===== src/rtl/upg_pkg.sv =====
// rtl/upg_pkg.sv - shared types and constants for the UART programming loader
package upg_pkg;

  typedef enum logic [2:0] {
    S_CNT_LO,
    S_CNT_HI,
    S_WORD,
    S_ACK,
    S_DONE,
    S_ERR
  } upg_state_t;

  localparam logic       SEC_IMEM    = 1'b0;
  localparam logic       SEC_DMEM    = 1'b1;
  localparam logic [7:0] ACK_OK_DEF  = 8'h4F;
  localparam logic [7:0] ACK_ERR_DEF = 8'h45;
  localparam int         ADDR_W      = 14;

endpackage


===== src/rtl/upg_word_asm.sv =====
// rtl/upg_word_asm.sv - little-endian byte-to-word assembler with byte index
module upg_word_asm (
  input  logic        clk,
  input  logic        rst_n,
  input  logic        clr,
  input  logic        byte_valid,
  input  logic [7:0]  byte_data,
  output logic        word_valid,
  output logic [31:0] word
);

  logic [23:0] shreg;
  logic [1:0]  bidx;

  // Bytes enter at the top and drift down, so byte 0 ends up in bits 7:0.
  always_ff @(posedge clk or negedge rst_n) begin
    if (!rst_n) begin
      shreg <= '0;
      bidx  <= '0;
    end else if (clr) begin
      bidx  <= '0;
    end else if (byte_valid) begin
      shreg <= {byte_data, shreg[23:8]};
      bidx  <= bidx + 2'd1;
    end
  end

  assign word_valid = byte_valid && (bidx == 2'd3);
  assign word       = {byte_data, shreg};

endmodule


===== src/rtl/upg_loader.sv =====
// rtl/upg_loader.sv - parses a two-section UART image into imem/dmem word writes
module upg_loader
  import upg_pkg::*;
#(
  parameter int         IMEM_WORDS = 16384,
  parameter int         DMEM_WORDS = 16384,
  parameter logic [7:0] ACK_OK     = ACK_OK_DEF,
  parameter logic [7:0] ACK_ERR    = ACK_ERR_DEF
) (
  input  logic        upg_clk_i,
  input  logic        upg_rstn_i,
  input  logic [7:0]  rx_data_i,
  input  logic        rx_valid_i,
  output logic [7:0]  tx_data_o,
  output logic        tx_valid_o,
  input  logic        tx_ready_i,
  output logic        upg_wen_o,
  output logic [14:0] upg_adr_o,
  output logic [31:0] upg_dat_o,
  output logic        upg_done_o
);

  upg_state_t        state;
  logic              sec;
  logic              err_sent;
  logic [15:0]       cnt;
  logic [15:0]       cnt_new;
  logic [ADDR_W-1:0] widx;
  logic [31:0]       limit;
  logic              last_word;
  logic              asm_clr;
  logic              asm_byte;
  logic              word_valid;
  logic [31:0]       word;

  assign cnt_new   = {rx_data_i, cnt[7:0]};
  assign limit     = (sec == SEC_DMEM) ? 32'(DMEM_WORDS) : 32'(IMEM_WORDS);
  assign last_word = ({{(16-ADDR_W){1'b0}}, widx} == (cnt - 16'd1));
  assign asm_clr   = (state == S_CNT_HI) && rx_valid_i;
  assign asm_byte  = (state == S_WORD) && rx_valid_i;

  upg_word_asm u_word_asm (
    .clk        (upg_clk_i),
    .rst_n      (upg_rstn_i),
    .clr        (asm_clr),
    .byte_valid (asm_byte),
    .byte_data  (rx_data_i),
    .word_valid (word_valid),
    .word       (word)
  );

  always_ff @(posedge upg_clk_i or negedge upg_rstn_i) begin
    if (!upg_rstn_i) begin
      state      <= S_CNT_LO;
      sec        <= SEC_IMEM;
      err_sent   <= 1'b0;
      cnt        <= '0;
      widx       <= '0;
      upg_wen_o  <= 1'b0;
      upg_adr_o  <= '0;
      upg_dat_o  <= '0;
      upg_done_o <= 1'b0;
      tx_valid_o <= 1'b0;
      tx_data_o  <= '0;
    end else begin
      upg_wen_o <= 1'b0;
      case (state)
        S_CNT_LO: begin
          if (rx_valid_i) begin
            cnt[7:0] <= rx_data_i;
            state    <= S_CNT_HI;
          end
        end
        S_CNT_HI: begin
          if (rx_valid_i) begin
            cnt[15:8] <= rx_data_i;
            if ({16'd0, cnt_new} > limit) begin
              state <= S_ERR;
            end else if (cnt_new == 16'd0) begin
              if (sec == SEC_IMEM) begin
                sec   <= SEC_DMEM;
                state <= S_CNT_LO;
              end else begin
                state <= S_ACK;
              end
            end else begin
              widx  <= '0;
              state <= S_WORD;
            end
          end
        end
        S_WORD: begin
          if (word_valid) begin
            upg_wen_o <= 1'b1;
            upg_adr_o <= {sec, widx};
            upg_dat_o <= word;
            widx      <= widx + 1'b1;
            if (last_word) begin
              if (sec == SEC_IMEM) begin
                sec   <= SEC_DMEM;
                state <= S_CNT_LO;
              end else begin
                state <= S_ACK;
              end
            end
          end
        end
        S_ACK: begin
          if (tx_valid_o && tx_ready_i) begin
            tx_valid_o <= 1'b0;
            upg_done_o <= 1'b1;
            state      <= S_DONE;
          end else begin
            tx_valid_o <= 1'b1;
            tx_data_o  <= ACK_OK;
          end
        end
        S_DONE: begin
          upg_done_o <= 1'b1;
        end
        S_ERR: begin
          // The error byte goes out exactly once; afterwards the block is inert.
          if (tx_valid_o && tx_ready_i) begin
            tx_valid_o <= 1'b0;
            err_sent   <= 1'b1;
          end else if (!err_sent) begin
            tx_valid_o <= 1'b1;
            tx_data_o  <= ACK_ERR;
          end
        end
        default: state <= S_ERR;
      endcase
    end
  end

endmodule


===== config.mk =====
export PLATFORM = sky130hd
export DESIGN_NAME = upg_loader
export DESIGN_NICKNAME = d
export VERILOG_FILES = /design/src/rtl/upg_pkg.sv /design/src/rtl/upg_word_asm.sv /design/src/rtl/upg_loader.sv
export SDC_FILE = /design/constraint.sdc
export NUM_CORES = 1
export LEC_CHECK = 0
export ABC_AREA = 1
export ABC_CLOCK_PERIOD_IN_PS = 5600
export BUFFER_PORTS_ARGS = -buffer_cell sky130_fd_sc_hd__buf_2
export CORE_AREA = 4 4 169 139
export DETAILED_ROUTE_END_ITERATION = 12
export DIE_AREA = 0 0 173 143
export SLEW_MARGIN = 20
export SYNTH_ARGS = -nofsm -noshare
export SYNTH_HDL_FRONTEND = slang
export SYNTH_SLANG_ARGS = --single-unit
export TNS_END_PERCENT = 10

===== constraint.sdc =====
create_clock -name upg_clk_i -period 5.6 [get_ports upg_clk_i]
set_clock_uncertainty 0.15 [all_clocks]
set_input_delay 1.12 -clock upg_clk_i [delete_from_list [all_inputs] [get_ports upg_clk_i]]
set_output_delay 1.12 -clock upg_clk_i [all_outputs]
set_load 0.03 [all_outputs]

==> results of run 1 <==
[worst register-to-register path, cell delays in order (launching register included)]
cell	delay (ps)
dfrtp_1	470
nor3_4	550
nand2_4	440
nor2_8	370
clkinv_2	760
o21ai_0	480
[flip-flops by register name, summed over array words and instances, names as in the netlist]
name / cells
tx_data_o: 2
upg_wen_o: 1
upg_adr_o: 15
tx_valid_o: 1
state: 3
widx: 14
upg_dat_o: 32
upg_done_o: 1
u_word_asm.shreg: 24
cnt: 16
sec: 1
u_word_asm.bidx: 2
err_sent: 1
[final timing paths]
kind | to | from | slack [ps]
hold / removal | err_sent$_DFFE_PN0P_ | err_sent$_DFFE_PN0P_ | 310
setup / recovery | upg_dat_o[16]$_DFFE_PN0P_ | state[2]$_DFFE_PN0P_ | 2270
hold reg to reg | err_sent$_DFFE_PN0P_ | err_sent$_DFFE_PN0P_ | 310
setup reg to reg | upg_dat_o[16]$_DFFE_PN0P_ | state[2]$_DFFE_PN0P_ | 2270
min in group asynchronous | tx_data_o[2]$_DFFE_PN0P_ | upg_rstn_i | 680
max in group asynchronous | widx[0]$_DFFE_PN0P_ | upg_rstn_i | 3480
[where the power goes]
group	switching (mW)	internal, mW
logic	0.0389	0.0115
clock network	0.370	0.706
registers	0.00397	0.821
[area by class of cell]
cell class,count,area (µm²),area share
inverters,74,279,0.0428
clock inverters,11,138,0.0211
multi-input cells,447,2130,0.327
repair buffers,67,340,0.0523
clock buffers,21,450,0.0692
well taps,280,350,0.0538
flip-flops and latches,113,2830,0.434
[stage by stage]
stage	cells	setup WS [ps]	hold slack, ps
floorplan	662	3220	278
global placement	981	2440	294
detailed placement	981	2330	297
CTS	1013	2440	312
global route	1013	1830	348
finish	1013	2270	310
[metal layers]
| metal | track usage | share of wire | up-vias |
|---|---|---|---|
| met4 | 0.0332 | 0.012 | 0 |
| met1 | 0.175 | 0.52 | 2065 |
| met3 | 0.0379 | 0.069 | 15 |
| li1 | - | - | 2207 |
| met5 | 0 | 0 | - |
| met2 | 0.160 | 0.40 | 121 |
[synthesized netlist by cell type (all sizes together) (2+ instances only)]
cell type	count	share of area
dfrtp	113	0.53
or2	4	0.0047
clkbuf	18	0.013
ha	4	0.0093
nor4	2	0.0023
a211oi	2	0.0037
buf	10	0.014
inv	74	0.052
nand3	26	0.025
xor2	16	0.026
nor2	56	0.042
nand2	208	0.15
o21ai	99	0.094
a21oi	6	0.0056
nor3	9	0.010
nand4	4	0.0047
xnor3	2	0.0084
[kinds of logic after synthesis]
kind of cell | count (synthesis) | synth area share
AOI/OAI and AO/OA | 110 | 0.108
and+or+nand+nor | 311 | 0.240
buffers and inverters | 102 | 0.0788
other | 1 | 0.000698
DFF | 113 | 0.527
xor gates and xnor gates | 19 | 0.0361
adders and majority gates | 4 | 0.00932
==> impl_metrics.yaml, run 1 <==
synthesis:
  postSynthAreaPerCell_um2: 8.14
  yosysSeqAreaShare: 0.527
  synth_cells: 660
  synth_area_um2: 5370
  yosys.cell_types.count: 35
  async_flop_share: 1.00
  ys_seq_elements: 113
  synth_edf_count: 0
  ys_warn_count: 0
  synth_flop_cell: "dfrtp_1"
clock_network:
  clock_latency_ps: 410
  ctsHoldBuffers: 0
  clock_sinks: 113
  cts_buffers: 17
  cts_resized: 0
  clockBufferDepth: 2
  clk_pin_slew_ps: 50
  cts-root-buf: "clkbuf_16"
  postCtsSetupRepairBufs: 0
  cts_tree: "done"
  h-tree-depth: 4
routing:
  routed_via_density: 4.35
  initialDrtViolationCount: 317
  drc_errors: 0
  wirelength_um: 14000
  drt_pass1_iterations: 5
  dr_total_vias: 4408
  postRouteAntennaNets: 0
  detail_route.wl_per_cell_um: 13.8
floorplanning:
  dieHeight_um: 143
  coreArea_um2: 21900
  num_rows: 49
  io_pins: 70
  initial_utilization: 0.245
  die_area_um2: 24700
  fp.dieW_um: 173
critical_path:
  critPathKind: "reg -> reg"
  start_kind: "flip-flop"
  cp_num_buf_inv: 1
  cp_max_fo: 82
  crit_path_end_kind: "flip-flop"
  slowest_delay_ps: 760
  cpMaxStageDelayCell: "clkinv_2"
  rr_worst_depth: 5
  crit_required_ps: 5750
  cp.arrival_ps: 3480
  cp_cell_sequence: "nor3_4 > nand2_4 > nor2_8 > clkinv_2 > o21ai_0"
  path_delay_family: "simple AND/OR/NAND/NOR gates"
  path_depth: 5
grt:
  grt_pass1_wl_um: 22900
  antenna_found_initial: 0
  overflow: 0
  grt_usage: 0.117
  grt_pass1_vias: 4205
  grt_max_degree: 83
final_layout:
  fin_area_um2: 6510
  mostFrequentLayoutCells: "nand2_1 (204), dfrtp_1 (113), o21ai_0 (89)"
  nets: 736
  drive_gt1_frac: 0.156
  synthToLayoutAreaGrowth_pct: 21.3
  fillCellCount: 2367
  final_common_cell: "nand2_1"
  diodes: 0
  final_util: 0.297
power:
  p_per_area_nw_per_um2: 300
  p_leak_nw: 3.29
  totalPowerFinal_mw: 1.95
  peakVddDrop_mv: 0.138
timing:
  finalSetupViolCount: 0
  fin_crit_sh: 0.594
  worstMarginPinSlew_ps: 909
  rsz0062_at_grt: "false"
  final_max_slew_viol_count: 0
  hold_viol: 0
  min_period_ps: 3330
  fmax_ghz: 0.301
  relSlewSlack: 0.394
  setup_tns_ps: 0
place:
  routabilityCongestion: 0.867
  dp_hpwl_um: 10200
  numPortBuffers: 66
  dpl_cell_area_um2: 5920
flow_run:
  maxCapViolCount: 0
outcome:
  status: "finished, final reports clean"
min_path:
  whs_path_depth: 2
  min-delay-path-class: "reg -> reg"
Power figures use the tool's default switching activity.
==> run 2, diff against run 1 <==
Settings changed: ABC_CLOCK_PERIOD_IN_PS 5600 to 2800.
Clock period 5.6 ns to 2.8 ns, I/O delays scaled along.
==> run 2 against run 1 <==
  * Sequential cell count stayed put
  * Total power increased by 110%
  * Die area did not move
  * Core utilization grew 0.67 points
  * Setup slack got worse by 1800 ps
  * Cell count grew 0.99%
  * Clock-buffer cell count fell by 4
==> impl_metrics.yaml, run 2 (same netlist as run 1, synthesis figures left out) <==
critical_path:
  critPathKind: "reg -> reg"
  crit_required_ps: 2960
  cp_cell_sequence: "inv_1 > ha_1 > nand2_1 > nor2_1 > o21ai_0 > nand2_1 > nand2_1 > nor2_1 > nand2_1 > nor2_1 > nand2_1 > nand2_1 > nand2_1 > nand2_1 > nand2_1"
  start_kind: "flip-flop"
  crit_top_cell: "nand2_1"
  cp_num_buf_inv: 1
  cp_max_fo: 6
  crit_path_end_kind: "flip-flop"
  cpMaxStageDelayCell: "dfrtp_1"
  cp.arrival_ps: 2450
  slowest_delay_ps: 410
  path_delay_family: "simple AND/OR/NAND/NOR gates"
power:
  peakVddDrop_mv: 0.382
  switching_share: 0.234
  power_frac_seq: 0.407
  power_frac_comb: 0.026
  p_clk_frac: 0.566
  p_leak_nw: 3.37
  switching_power_mw: 0.948
  p_int_mw: 3.10
  p_per_area_nw_per_um2: 608
timing:
  final_max_slew_viol_count: 0
  fmax_ghz: 0.437
  relSlewSlack: 0.664
  fin_crit_sh: 0.818
  rsz0062_at_grt: "false"
  min_period_ps: 2290
  finalSetupViolCount: 0
  setup_tns_ps: 0
  worstMarginPinSlew_ps: 503
  hold_ws_ps: 225
  hold_viol: 0
place:
  dp_hpwl_um: 10300
  numPortBuffers: 66
  routabilityCongestion: 0.885
grt:
  overflow: 0
  grt_pass1_vias: 4182
  grt_pass1_wl_um: 22700
  grt_usage: 0.117
  grt_max_degree: 60
  antenna_found_initial: 0
routing:
  drc_errors: 0
  dr_total_vias: 4468
  wirelength_um: 13900
  drt_pass1_iterations: 7
  detail_route.wl_per_cell_um: 13.6
  routed_via_density: 4.37
  postRouteAntennaNets: 0
  initialDrtViolationCount: 332
final_layout:
  synthToLayoutAreaGrowth_pct: 24.0
  largest_reg_flops: 32
  mostFrequentLayoutCells: "nand2_1 (204), dfrtp_1 (113), o21ai_0 (89)"
  diodes: 0
  ff_latch_area_um2: 2830
  final_common_cell: "nand2_1"
  multi_input_area_um2: 2130
  fillCellCount: 2368
  reg_top3: "upg_dat_o: 32 flops, u_word_asm.shreg: 24 flops, cnt: 16 flops"
  nets: 746
  largest_register: "upg_dat_o"
  drive_gt1_frac: 0.170
clock_network:
  clock_latency_ps: 420
  h-tree-depth: 4
  clockBufferDepth: 2
  cts_buffers: 17
  cts_resized: 0
  clk_pin_slew_ps: 60
  cts-root-buf: "clkbuf_16"
  cts_tree: "done"
  clock_sinks: 113
floorplanning:
  fp.dieW_um: 173
  coreArea_um2: 21900
  initial_utilization: 0.245
  num_rows: 49
  dieHeight_um: 143
  io_pins: 70
  die_area_um2: 24700
outcome:
  status: "finished, final reports clean"
flow_run:
  maxCapViolCount: 0
min_path:
  min-delay-path-class: "in -> reg"
[run 2: cell types whose count changed in the layout (fill, tap and decap cells not counted), sizes merged]
cell | before | now
buf | 67 | 76
inv | 73 | 82
clkbuf | 21 | 17
clkinv | 6 | 3
clkinvlp | 3 | 1
dlygate4sd3 | 0 | 1
[run 2: final timing paths]
path	from	endpoint	slack, ps	cells after the start
setup / recovery	cnt[0]$_DFFE_PN0P_	state[0]$_DFFE_PN0P_	510	15
hold / removal	rx_data_i[6]	cnt[14]$_DFFE_PN0P_	230	3
setup reg to reg	cnt[0]$_DFFE_PN0P_	state[0]$_DFFE_PN0P_	510	15
hold reg to reg	err_sent$_DFFE_PN0P_	err_sent$_DFFE_PN0P_	320	2
max in group asynchronous	upg_rstn_i	upg_adr_o[1]$_DFFE_PN0P_	1390	3
min in group asynchronous	upg_rstn_i	tx_data_o[2]$_DFFE_PN0P_	480	2
[run 2: area by class of cell]
type                            count  share of cell area
Sequential cell                   113               0.425
Timing Repair Buffer               77              0.0684
Clock buffer                       17              0.0639
Clock inverter                     15              0.0295
Tap cell                          280              0.0526
Multi-Input combinational cell    447               0.319
Inverter                           74              0.0417
[run 2: repair_timing]
item / CTS / global route
hold buffers: 1 / 0
endpoints found under the hold margin: 32 / 0
setup buffers: 0 / 0
setup endpoints to repair: 0 / 0
[run 2: power by group through the flow]
stage	logic, mW	clock network (mW)	registers (mW)
detailed placement	0.108	0	1.68
global route	0.123	2.41	1.65
CTS	0.109	2.33	1.65
finish	0.106	2.29	1.65
global placement	0.109	0	1.68
floorplan	0.0454	0	1.68
[run 2: through the flow]
stage	instances	setup slack (ps)	power (mW)	cell area, µm²	util
after floorplan	662	790	1.72	5380	-
after global placement	990	598	1.79	6030	0.275
after detailed placement	990	523	1.79	6030	0.275
after CTS	1023	547	4.09	6660	0.303
after global routing	1023	180	4.18	6660	0.303
final	1023	511	4.05	6660	0.303
[run 2: worst reg2reg max path, delay by kind of cell (launching register included)]
| family | cells | cell delay (ps) |
|---|---|---|
| AND/OR/NAND/NOR | 12 | 1200 |
| flip-flops | 1 | 410 |
| adder cells (fa/ha/maj) | 1 | 190 |
| buffers and inverters | 1 | 110 |
| AO/OA/AOI/OAI | 1 | 140 |
[run 2: routing by layer]
metal  up-vias  GRT usage  share of wire
met2       124      0.163           0.40
met5         -          0              0
met3        13     0.0289          0.061
met1      2114      0.176           0.52
li1       2217          -              -
met4         0     0.0390          0.012
==> run 3, diff against run 2 <==
Settings changed: ABC_CLOCK_PERIOD_IN_PS 2800 to 2050.
Clock period 2.8 ns to 2.05 ns, I/O delays scaled along.
==> run 3 against run 2 <==
  * Fmax increased by 11%
  * The flow now finishes with violations (negative setup slack)
  * Clock power increased by 24%
  * Combinational power increased by 61%
  * Sequential cell count unchanged
  * First-iteration DRC count decreased by 12%
  * Cell count increased by 3.9%
  * Wire length increased by 3.4%
  * Global-route usage increased by 0.22 points
  * Largest cell class unchanged
  * Sequential power increased by 36%
  * Register-to-register slack got worse by 510 ps
  * Via count increased by 2.5%
  * Critical path depth unchanged
==> impl_metrics.yaml, run 3 (same netlist as run 1, synthesis figures left out) <==
final_layout:
  largest_reg_flops: 32
  mostFrequentLayoutCells: "nand2_1 (195), dfrtp_1 (111), o21ai_0 (88)"
  nets: 789
  synthToLayoutAreaGrowth_pct: 31.2
  reg_top3: "upg_dat_o: 32 flops, u_word_asm.shreg: 24 flops, cnt: 16 flops"
  ff_latch_area_um2: 2830
  final_util: 0.321
  largest_register: "upg_dat_o"
  multi_input_area_um2: 2220
  drive_gt1_frac: 0.243
  diodes: 0
  fillCellCount: 2337
  final_common_cell: "nand2_1"
timing:
  final_max_slew_viol_count: 0
  fin_crit_sh: 1.00
  hold_viol: 0
  worst_slack_ps: -3.63
  min_period_ps: 2050
  hold_ws_ps: 80.2
  rsz0062_at_grt: "true"
  relSlewSlack: 0.672
  worstMarginPinSlew_ps: 489
  finalSetupViolCount: 2
  fmax_ghz: 0.487
power:
  p_clk_frac: 0.539
  p_int_mw: 4.15
  power_frac_comb: 0.032
  peakVddDrop_mv: 0.352
  p_leak_nw: 3.59
  power_frac_seq: 0.429
  switching_power_mw: 1.10
  switching_share: 0.210
  p_per_area_nw_per_um2: 746
place:
  routabilityCongestion: 0.856
  dp_hpwl_um: 10600
  numPortBuffers: 66
flow_run:
  maxCapViolCount: 0
critical_path:
  critPathKind: "reg -> reg"
  crit_top_cell: "nand2_1"
  cp.arrival_ps: 2210
  slowest_delay_ps: 410
  cp_cell_sequence: "nor2_2 > nand2_1 > nor2_1 > buf_4 > nand3_1 > nand2_1 > nand2_1 > nor2_1 > nand2_1 > nor2_1 > nand2_1 > nand2_2 > nand2_2 > nand2_2 > nand2_1"
  cpMaxStageDelayCell: "dfrtp_1"
  crit_required_ps: 2210
  cp_max_fo: 5
  crit_path_end_kind: "flip-flop"
  start_kind: "flip-flop"
clock_network:
  cts-root-buf: "clkbuf_16"
  clockBufferDepth: 2
  cts_tree: "done"
  cts_buffers: 17
  h-tree-depth: 4
  clock_latency_ps: 410
  clock_sinks: 113
  clk_pin_slew_ps: 60
routing:
  drc_errors: 0
  initialDrtViolationCount: 293
  dr_total_vias: 4580
  drt_pass1_iterations: 5
  wirelength_um: 14400
  detail_route.wl_per_cell_um: 13.5
  routed_via_density: 4.31
  postRouteAntennaNets: 0
floorplanning:
  io_pins: 70
  coreArea_um2: 21900
  die_area_um2: 24700
  fp.dieW_um: 173
  initial_utilization: 0.245
  num_rows: 49
  dieHeight_um: 143
grt:
  grt_max_degree: 83
  antenna_found_initial: 0
  grt_pass1_vias: 4311
  grt_usage: 0.119
  grt_pass1_wl_um: 23400
  overflow: 0
min_path:
  min-delay-path-class: "in -> reg"
outcome:
  violations: "negative setup slack"
  status: "finished with violations"
==> run 3: layout make-up <==
cell class | instances | area share
clock inverters | 7 | 0.0121
inverters | 74 | 0.0398
well taps | 280 | 0.0497
repair buffers | 120 | 0.113
flip-flops and latches | 113 | 0.402
clock buffers | 22 | 0.0673
multi-input cells | 447 | 0.316
==> run 3: power groups by stage <==
stage                     registers (mW)  logic (mW)  clock network [mW]
after floorplan                     2.29      0.0620                   0
after global placement              2.29       0.173                   0
after detailed placement            2.29       0.173                   0
after CTS                           2.25       0.174                2.89
after global routing                2.25       0.194                3.00
final                               2.25       0.171                2.83
==> run 3: worst max-delay path: cells and delay by family, from the launching register on <==
family,cells,cell delay [ps]
buffers and inverters,1,150
and+or+nand+nor,14,1250
DFF,1,410
==> run 3: repair_timing <==
action | in CTS | in global routing
hold endpoints to repair | 26 | 0
buffers inserted | 1 | 4
endpoints found under the setup margin | 3 | 20
hold buffers | 1 | 0
gates resized for setup | 6 | 29
pin swaps | 4 | 17
==> run 3: per-stage QoR <==
stage	power, mW	worst slack, ps	instances	TNS (ps)	cell area [µm²]
floorplan	2.35	40.3	662	0	5380
global placement	2.46	-42.1	1028	-82.8	6330
detailed placement	2.46	-65.3	1028	-130	6330
CTS	5.32	-3.88	1059	-7.04	6920
global route	5.45	-216	1063	-766	7040
finish	5.25	-3.63	1063	-7.10	7040
==> run 3: metal layers <==
layer,up-vias,GRT usage,share of wire
met2,138,0.167,0.42
met4,0,0.0323,0.0080
met1,2128,0.181,0.51
met3,10,0.0299,0.060
li1,2304,-,-
met5,-,0,0
==> run 3: worst paths after layout <==
check                                         startpoint                         endpoint  slack [ps]  depth (start not counted)
worst min-delay path                        rx_data_i[6]              cnt[14]$_DFFE_PN0P_          80                          3
worst max register to register        cnt[5]$_DFFE_PN0P_             state[0]$_DFFE_PN0P_          -4                         15
worst min register to register  upg_dat_o[7]$_DFFE_PN0P_         upg_dat_o[7]$_DFFE_PN0P_         310                          2
worst max-delay path                  cnt[5]$_DFFE_PN0P_             state[0]$_DFFE_PN0P_          -4                         15
min in group asynchronous                     upg_rstn_i         tx_data_o[2]$_DFFE_PN0P_         320                          2
max in group asynchronous                     upg_rstn_i  u_word_asm.shreg[2]$_DFFE_PN0P_         870                          3
